===== src/rtl/firc_pkg.sv =====
// Shared widths and types for the complex FIR filter front end (firc_driver).
package firc_pkg;

  localparam int SAMP_W = 24;
  localparam int COEF_W = 27;
  localparam int NCOEF  = 15;
  localparam int ADDR_W = 5;

  typedef enum logic [1:0] {
    S_IDLE,
    S_LOAD,
    S_GAP,
    S_STREAM
  } drv_state_t;

  typedef struct packed {
    logic signed [SAMP_W-1:0] I;
    logic signed [SAMP_W-1:0] Q;
  } samp_t;

  typedef struct packed {
    logic signed [COEF_W-1:0] I;
    logic signed [COEF_W-1:0] Q;
  } coef_t;

endpackage


===== src/rtl/firc_drv_fifo.sv =====
// Synchronous I/Q sample FIFO with occupancy count; storage is cleared by reset.
// The caller must not assert wr_en when full or rd_en when empty.
module firc_drv_fifo
  import firc_pkg::*;
#(
  parameter int DEPTH = 4
) (
  input  logic                     Clk,
  input  logic                     Reset,
  input  logic                     wr_en,
  input  samp_t                    wr_data,
  input  logic                     rd_en,
  output samp_t                    rd_data,
  output logic [$clog2(DEPTH):0]   count
);

  localparam int PTR_W = $clog2(DEPTH);

  samp_t              mem [DEPTH];
  logic [PTR_W-1:0]   wr_ptr;
  logic [PTR_W-1:0]   rd_ptr;

  // DEPTH is a power of two, so pointers wrap by natural overflow.
  always_ff @(posedge Clk or posedge Reset) begin
    if (Reset) begin
      for (int k = 0; k < DEPTH; k++) mem[k] <= '0;
      wr_ptr <= '0;
      rd_ptr <= '0;
      count  <= '0;
    end else begin
      if (wr_en) begin
        mem[wr_ptr] <= wr_data;
        wr_ptr      <= wr_ptr + 1'b1;
      end
      if (rd_en) rd_ptr <= rd_ptr + 1'b1;
      case ({wr_en, rd_en})
        2'b10:   count <= count + 1'b1;
        2'b01:   count <= count - 1'b1;
        default: count <= count;
      endcase
    end
  end

  assign rd_data = mem[rd_ptr];

endmodule


===== src/rtl/firc_driver.sv =====
// Front end for firc: replays the host coefficient table on Start, then streams FIFO samples.
// Define FIRC_DRV_STATS_EN to build the SampCount transfer counter.
module firc_driver
  import firc_pkg::*;
#(
  parameter int NCOEF      = 15,
  parameter int FIFO_DEPTH = 4
) (
  input  logic                     Clk,
  input  logic                     Reset,
  input  logic                     CfgWr,
  input  logic [ADDR_W-1:0]        CfgAddr,
  input  logic signed [COEF_W-1:0] CfgI,
  input  logic signed [COEF_W-1:0] CfgQ,
  input  logic                     Start,
  output logic                     Busy,
  input  logic                     SrcValid,
  output logic                     SrcReady,
  input  logic signed [SAMP_W-1:0] SrcI,
  input  logic signed [SAMP_W-1:0] SrcQ,
  output logic                     PushCoef,
  output logic [ADDR_W-1:0]        CoefAddr,
  output logic signed [COEF_W-1:0] CoefI,
  output logic signed [COEF_W-1:0] CoefQ,
  output logic                     PushIn,
  input  logic                     StopIn,
  output logic signed [SAMP_W-1:0] SampI,
  output logic signed [SAMP_W-1:0] SampQ,
  output logic [31:0]              SampCount
);

  localparam int CNT_W = $clog2(FIFO_DEPTH) + 1;

  drv_state_t          state, state_d;
  logic [ADDR_W-1:0]   load_idx, idx_d;
  coef_t               tbl [1:NCOEF];
  coef_t               coef_sel;
  logic                push_coef_d;
  logic                busy_d;
  logic                accept;
  logic                fifo_empty;
  logic [CNT_W-1:0]    fifo_count;
  samp_t               fifo_head;

  // Host table writes are dropped while a replay is in progress.
  always_ff @(posedge Clk or posedge Reset) begin
    if (Reset) begin
      for (int k = 1; k <= NCOEF; k++) tbl[k] <= '0;
    end else if (CfgWr && !Busy) begin
      for (int k = 1; k <= NCOEF; k++)
        if (CfgAddr == ADDR_W'(k)) tbl[k] <= '{I: CfgI, Q: CfgQ};
    end
  end

  always_ff @(posedge Clk or posedge Reset) begin
    if (Reset) begin
      state    <= S_IDLE;
      load_idx <= '0;
    end else begin
      state    <= state_d;
      load_idx <= idx_d;
    end
  end

  always_comb begin
    state_d = state;
    idx_d   = load_idx;
    case (state)
      S_IDLE, S_STREAM: begin
        if (Start) begin
          state_d = S_LOAD;
          idx_d   = ADDR_W'(1);
        end
      end
      S_LOAD: begin
        if (load_idx == ADDR_W'(NCOEF)) state_d = S_GAP;
        else                             idx_d   = load_idx + 1'b1;
      end
      S_GAP:   state_d = S_STREAM;
      default: state_d = S_IDLE;
    endcase
  end

  // Coefficient outputs are registered from the next state so PushCoef lines up with LOAD.
  always_comb begin
    push_coef_d = (state_d == S_LOAD);
    busy_d      = (state_d == S_LOAD) || (state_d == S_GAP);
    coef_sel    = '0;
    for (int k = 1; k <= NCOEF; k++)
      if (idx_d == ADDR_W'(k)) coef_sel = tbl[k];
    PushIn = (state == S_STREAM) && !fifo_empty && !StopIn;
  end

  always_ff @(posedge Clk or posedge Reset) begin
    if (Reset) begin
      PushCoef <= 1'b0;
      Busy     <= 1'b0;
      CoefAddr <= '0;
      CoefI    <= '0;
      CoefQ    <= '0;
    end else begin
      PushCoef <= push_coef_d;
      Busy     <= busy_d;
      if (push_coef_d) begin
        CoefAddr <= idx_d;
        CoefI    <= coef_sel.I;
        CoefQ    <= coef_sel.Q;
      end
    end
  end

  assign SrcReady   = (fifo_count < CNT_W'(FIFO_DEPTH)) && !Reset;
  assign accept     = SrcValid && SrcReady;
  assign fifo_empty = (fifo_count == '0);

  firc_drv_fifo #(
    .DEPTH (FIFO_DEPTH)
  ) u_fifo (
    .Clk     (Clk),
    .Reset   (Reset),
    .wr_en   (accept),
    .wr_data ('{I: SrcI, Q: SrcQ}),
    .rd_en   (PushIn),
    .rd_data (fifo_head),
    .count   (fifo_count)
  );

  assign SampI = fifo_head.I;
  assign SampQ = fifo_head.Q;

`ifdef FIRC_DRV_STATS_EN
  logic start_ok;
  assign start_ok = Start && ((state == S_IDLE) || (state == S_STREAM));

  // A replay restart takes priority over a transfer in the same cycle.
  always_ff @(posedge Clk or posedge Reset) begin
    if (Reset)         SampCount <= '0;
    else if (start_ok) SampCount <= '0;
    else if (PushIn)   SampCount <= SampCount + 32'd1;
  end
`else
  assign SampCount = '0;
`endif

endmodule


===== config.mk =====
export PLATFORM = sky130hd
export DESIGN_NAME = firc_driver
export DESIGN_NICKNAME = d
export VERILOG_FILES = /design/src/rtl/firc_pkg.sv /design/src/rtl/firc_drv_fifo.sv /design/src/rtl/firc_driver.sv
export SDC_FILE = /design/constraint.sdc
export NUM_CORES = 2
export LEC_CHECK = 0
export CORE_ASPECT_RATIO = 0.8
export CORE_MARGIN = 2
export CORE_UTILIZATION = 45
export DETAILED_ROUTE_END_ITERATION = 16
export SLEW_MARGIN = 20
export SYNTH_ARGS = -nofsm -noshare
export SYNTH_HDL_FRONTEND = slang
export SYNTH_SLANG_ARGS = --single-unit

===== constraint.sdc =====
create_clock -name Clk -period 49.5 [get_ports Clk]
set_input_delay 7.425 -clock Clk [delete_from_list [all_inputs] [get_ports Clk]]
set_output_delay 7.425 -clock Clk [all_outputs]
set_load 0.01 [all_outputs]

Yosys cells after proc, flatten, opt, wreduce, memory -nomap -nowiden
Index checks and enable logic that the tools add are counted.
{ "totals": {"reg_bits": 1077, "out_inout_bits": 143, "word_cells": 155, "latch_bits": 0, "mem_bits_ro": 0, "ramBits": 0, "inputBits": 113, "mem_count": 0} }
{ "classes": {"n_div": 0, "add_sub_neg": 5, "muxes": 28, "magnitude_cmp": 4, "n_reduce_logical": 30, "n_mul": 0, "bitwise": 2, "eq_ne": 38, "shifts": 0} }
{ "ops": {"columns": ["cell", "n"], "rows": [
  ["$mux W54", 15],
  ["$bwmux W192", 1],
  ["$mux W48", 3],
  ["$bmux W48 S2", 1],
  ["$demux W48 S2", 1],
  ["$eq A5 B4 Y1 const B", 17],
  ["$eq A5 B3 Y1 const B", 8],
  ["$reduce_and A2 Y1", 15],
  ["$eq A5 B2 Y1 const B", 4],
  ["$eq A5 B1 Y1 const B", 2],
  ["$mux W5", 2],
  ["$pmux W5 S2", 1],
  ["$eq A2 B2 Y1 const B", 4],
  ["$eq A2 B1 Y1 const B", 3],
  ["$ge A3 B3 Y1 const B", 2],
  ["$logic_and A1 B1 Y1", 6],
  ["$not A2 Y3", 2],
  ["$pmux W2 S3", 1],
  ["$pmux W3 S2", 1],
  ["$add A5 B1 Y5 const B", 1],
  ["$add A2 B1 Y2 const B", 2],
  ["$logic_not A1 Y1", 4],
  ["$mux W2", 2],
  ["$add A3 B1 Y3 const B", 1],
  ["8 further kinds", 8]
]} }

Logic depth before layout (Yosys ltp)
{ "logic_depth": {"word_depth": 19, "mapped_depth": 15} }

Cells and area by module
A second synthesis with hierarchy kept.
{ "hier_totals": {"hier_cells": 3796, "hier_area_um2": 49683.9} }
{ "by_module_without_submodules": {"columns": ["module", "n_inst", "seq_area_each_um2", "area_each_um2", "cells_per_inst"], "rows": [
  ["firc_driver", 1, 21971.1, 40581.4, 3296],
  ["firc_drv_fifo", 1, 4979.8, 9102.5, 500]
]} }

Least setup slack after synthesis
OpenSTA, ideal clock, no wires.
{ "synth_timing": {"path_kind": "input-to-output", "start": "input StopIn", "end": "output PushIn", "arrival_ns": 7.953, "n_path_buf": 0, "path_stages": 1, "path_slack_ns": 34.122, "path_cell_list": "nor3b_1"} }
{ "synth_via": {"elab_chain_cells": 2} }
{ "synth_lines": {"columns": ["element", "line_no", "source"], "rows": [
  ["start: declaration", "firc_driver.sv:26", "input logic StopIn,"],
  ["$logic_not A1 Y1", "firc_driver.sv:91", "PushIn = (state == S_STREAM) && !fifo_empty && !StopIn;"],
  ["$logic_and A1 B1 Y1", "firc_driver.sv:91", null],
  ["end: declaration", "firc_driver.sv:25", "output logic PushIn,"]
]} }
No other way between the ends.

Worst setup path in the final report
Ends and elaborated chain as after synthesis.

==> key figures <==
Power and ir drop
  • Clock network power share: between 20 and 25%
  • VDD IR max: 89.2 uV
  • Power Density: approximately 64 mW/mm^2
  • Switching share of power: around two fifths
  • Seq pwr share: 35.4%
  • Internal Dissipation: about 2200 uW
  • P_sw: between 1000 and 1500 uW
  • Pleak: about 0.025 uW
  • Logic pwr share: a little over 40%

CTS
  • Postcts setup bufs: 0
  • Clock Latency Late Sink: between 0.7 and 0.8 ns
  • Reg clk slew, reported paths: 0.06 ns
  • H-tree lvl count: 3
  • CTS tree: done
  • CTS max path bufs: 3
  • Clock Sink Count: around 1.1k
  • Root Driver: clkbuf_16
  • CTS Hold Bufs: 0
  • Resized Gates After CTS: 0
  • Total CTS buffers: roughly 110

Detailed routing
  • DR pass1 iterations: 5
  • Routed length per instance: 28.1 um
  • Wirelength, routed: 152 mm
  • DRC viols: 0
  • Vias after detailed routing: between 30k and 40k
  • First-iteration detailed-routing DRC count: ~3k
  • Routed Antenna Nets: 0
  • Vias/cell: between 6 and 7

Critical path
  • Worst setup SP type: input pin
  • CP max FO: 4
  • Crit. End Element: output pin
  • Worst Reg-to-Reg Cells: 14
  • Worst EP required: 42.08 ns
  • Setup CP Type: input pin to output pin
  • Worst Path Arrival: roughly 9.0 ns

Timing
  • Setup Skew: 0.0437 ns
  • Final worst-path cycle share: around a third
  • Final TNS setup: 0 ns
  • Max Slew Vio Count: 0
  • Period minus WS final: 16.38 ns
  • Max Fclk: 0.0611 GHz
  • RSZ-0062 raised after global routing: no
  • Slew @ Worst Pin: around 1.2 ns
  • Fin. Hold Viols: 0
  • Rel. slew slack: a little over a fifth
  • Final setup vio count: 0
  • Hold WS: about 0.5 ns
  • Worst setup margin: 33.12 ns

Logic synthesis
  • Synth Register Bits: about 1.1k
  • Netlist cell types: 88
  • Synthesized cell area: about 0.049 mm^2
  • Ys flop type: dfrtp_1
  • Syn_area_per_cell: 12.9 um^2
  • Yosys warns: 0
  • Ys async rst share: 100%
  • Register area share after synthesis: a little under three fifths
  • EDFF count, synth: 0
  • Post-Synthesis Cells: 3797

Floorplanning
  • Die height: 299 um
  • Num ports: 256
  • Core Box Area: 0.108 mm^2
  • Row count: 108
  • Chip Width: 373 um
  • Die Area: between 0.1 and 0.15 mm^2
  • Starting Density: ~45%

Layout
  • Fillers: 9304
  • Synth-to-Final Area Change: 15.1%
  • Fraction of layout cells with a size suffix above 1: between 30 and 40%
  • Commonest non-fill, non-tap cells in the layout: dfrtp_1, mux2_2, clkdlybuf4s50_1
  • Footprint of the multi-input gates: roughly 0.021 mm^2
  • Net count, final: between 4k and 5k
  • Sequential Area: approximately 0.027 mm^2
  • Commonest non-fill, non-tap cell in the layout: dfrtp_1
  • Final Non-Filler Cells: 5420

Placement
  • GPL Wtd Cong: about 0.8
  • DPL Wire Length: around 84 mm
  • Port Buf Inserts: around 220
  • Place WS: 33.13 ns
  • Placed Cells: around 5.2k

GRT
  • First-pass GRT wire length: between 200 and 250 mm
  • Largest net degree at the start of global routing: around 170
  • GRT Total Usage: between 20% and 30%
  • Initial antenna violation count: 13
  • GRT Residual Overflow: 0
  • Vias in the first global route: 32.8k

Worst hold path
  • Worst min-delay path category: register to register
  • Hold path depth: 1

Run
  • Max-Cap Viols: 0

Run status
  • Status: completed
state kept, by name, summed over array words and instances (netlist names):
| register | cells |
|---|---|
| tbl | 810 |
| u_fifo.mem | 192 |
| CoefI | 27 |
| CoefQ | 27 |
| CoefAddr | 5 |
| load_idx | 5 |
| u_fifo.count | 3 |
| state | 2 |
| u_fifo.rd_ptr | 2 |
| u_fifo.wr_ptr | 2 |
| Busy | 1 |
| PushCoef | 1 |
routing by layer:
layer  vias to the layer above  part of all wire [%]  global-route usage [%]
met5                         -                 0.050                       0
met4                        12                   2.4                    6.81
met3                       243                   6.9                    5.66
met2                      1095                    44                    40.5
met1                     17600                    46                    40.9
li1                      14200                     -                       -
area by class of cell:
class | count | share of cell area (%)
antenna | 5 | 0.0222
clock buffer | 160 | 5.69
clock inverter | 38 | 1.01
inverter | 17 | 0.136
multi-input combinational | 2388 | 36.8
sequential | 1077 | 47.9
tap | 1430 | 3.18
timing repair buffer | 305 | 5.26
worst paths after layout:
kind	startpoint	to	slack (ns)
worst max-delay path	StopIn	PushIn	33.12
worst min-delay path	CoefAddr[0]	CoefAddr[0]	0.49
worst max register to register	state[0]	CoefQ[19]	44.14
worst min register to register	CoefAddr[0]	CoefAddr[0]	0.49
max in group asynchronous	Reset	tbl[14]	38.35
min in group asynchronous	Reset	u_fifo.count[2]	7.32
cell families after synthesis:
logic type,count (synthesis),share of synthesized area [%]
compound gates,704,9.79
flops,1077,55.1
fa+ha+maj,11,0.297
buf+inv,363,3.32
simple gates,538,4.97
mux,1097,26.4
other cells,1,0.00767
xor+xnor,6,0.107
power groups by stage:
| stage | logic (uW) | registers [uW] | clock network [uW] |
|---|---|---|---|
| 4_1_cts | 1430 | 1280 | 887 |
| 5_1_grt | 1540 | 1310 | 924 |
| 3_3_place_gp | 1410 | 1290 | 0 |
| 6_report | 1460 | 1280 | 872 |
| 2_1_floorplan | 897 | 1250 | 0 |
| 3_5_place_dp | 1430 | 1300 | 0 |
cell usage after synthesis, types with 37 or more instances:
library cell	number	area (um^2)
o21ai_0	129	646
o221ai_1	37	324
a21oi_1	196	981
buf_4	42	315
mux2_2	1031	11600
mux4_2	49	1100
nand2_1	203	762
dfrtp_1	1077	27000
buf_2	63	315
a221oi_1	45	394
nor2_1	173	649
clkbuf_1	216	811
nand3_1	45	225
critical path, stage by stage:
cell and delay (ns):
clkdlybuf4s50_1 0.40, nor3b_1 0.49, clkdlybuf4s50_1 0.65
stage by stage:
stage / util, % / total power (uW) / instance area (um^2)
3_3_place_gp: 48.5 / 2700 / 52400
4_1_cts: 52.0 / 3600 / 56200
3_5_place_dp: 48.5 / 2720 / 52400
5_1_grt: 52.1 / 3770 / 56300
2_1_floorplan: - / 2150 / 49000
6_report: 52.1 / 3610 / 56300
Power figures use the tool's default switching activity.
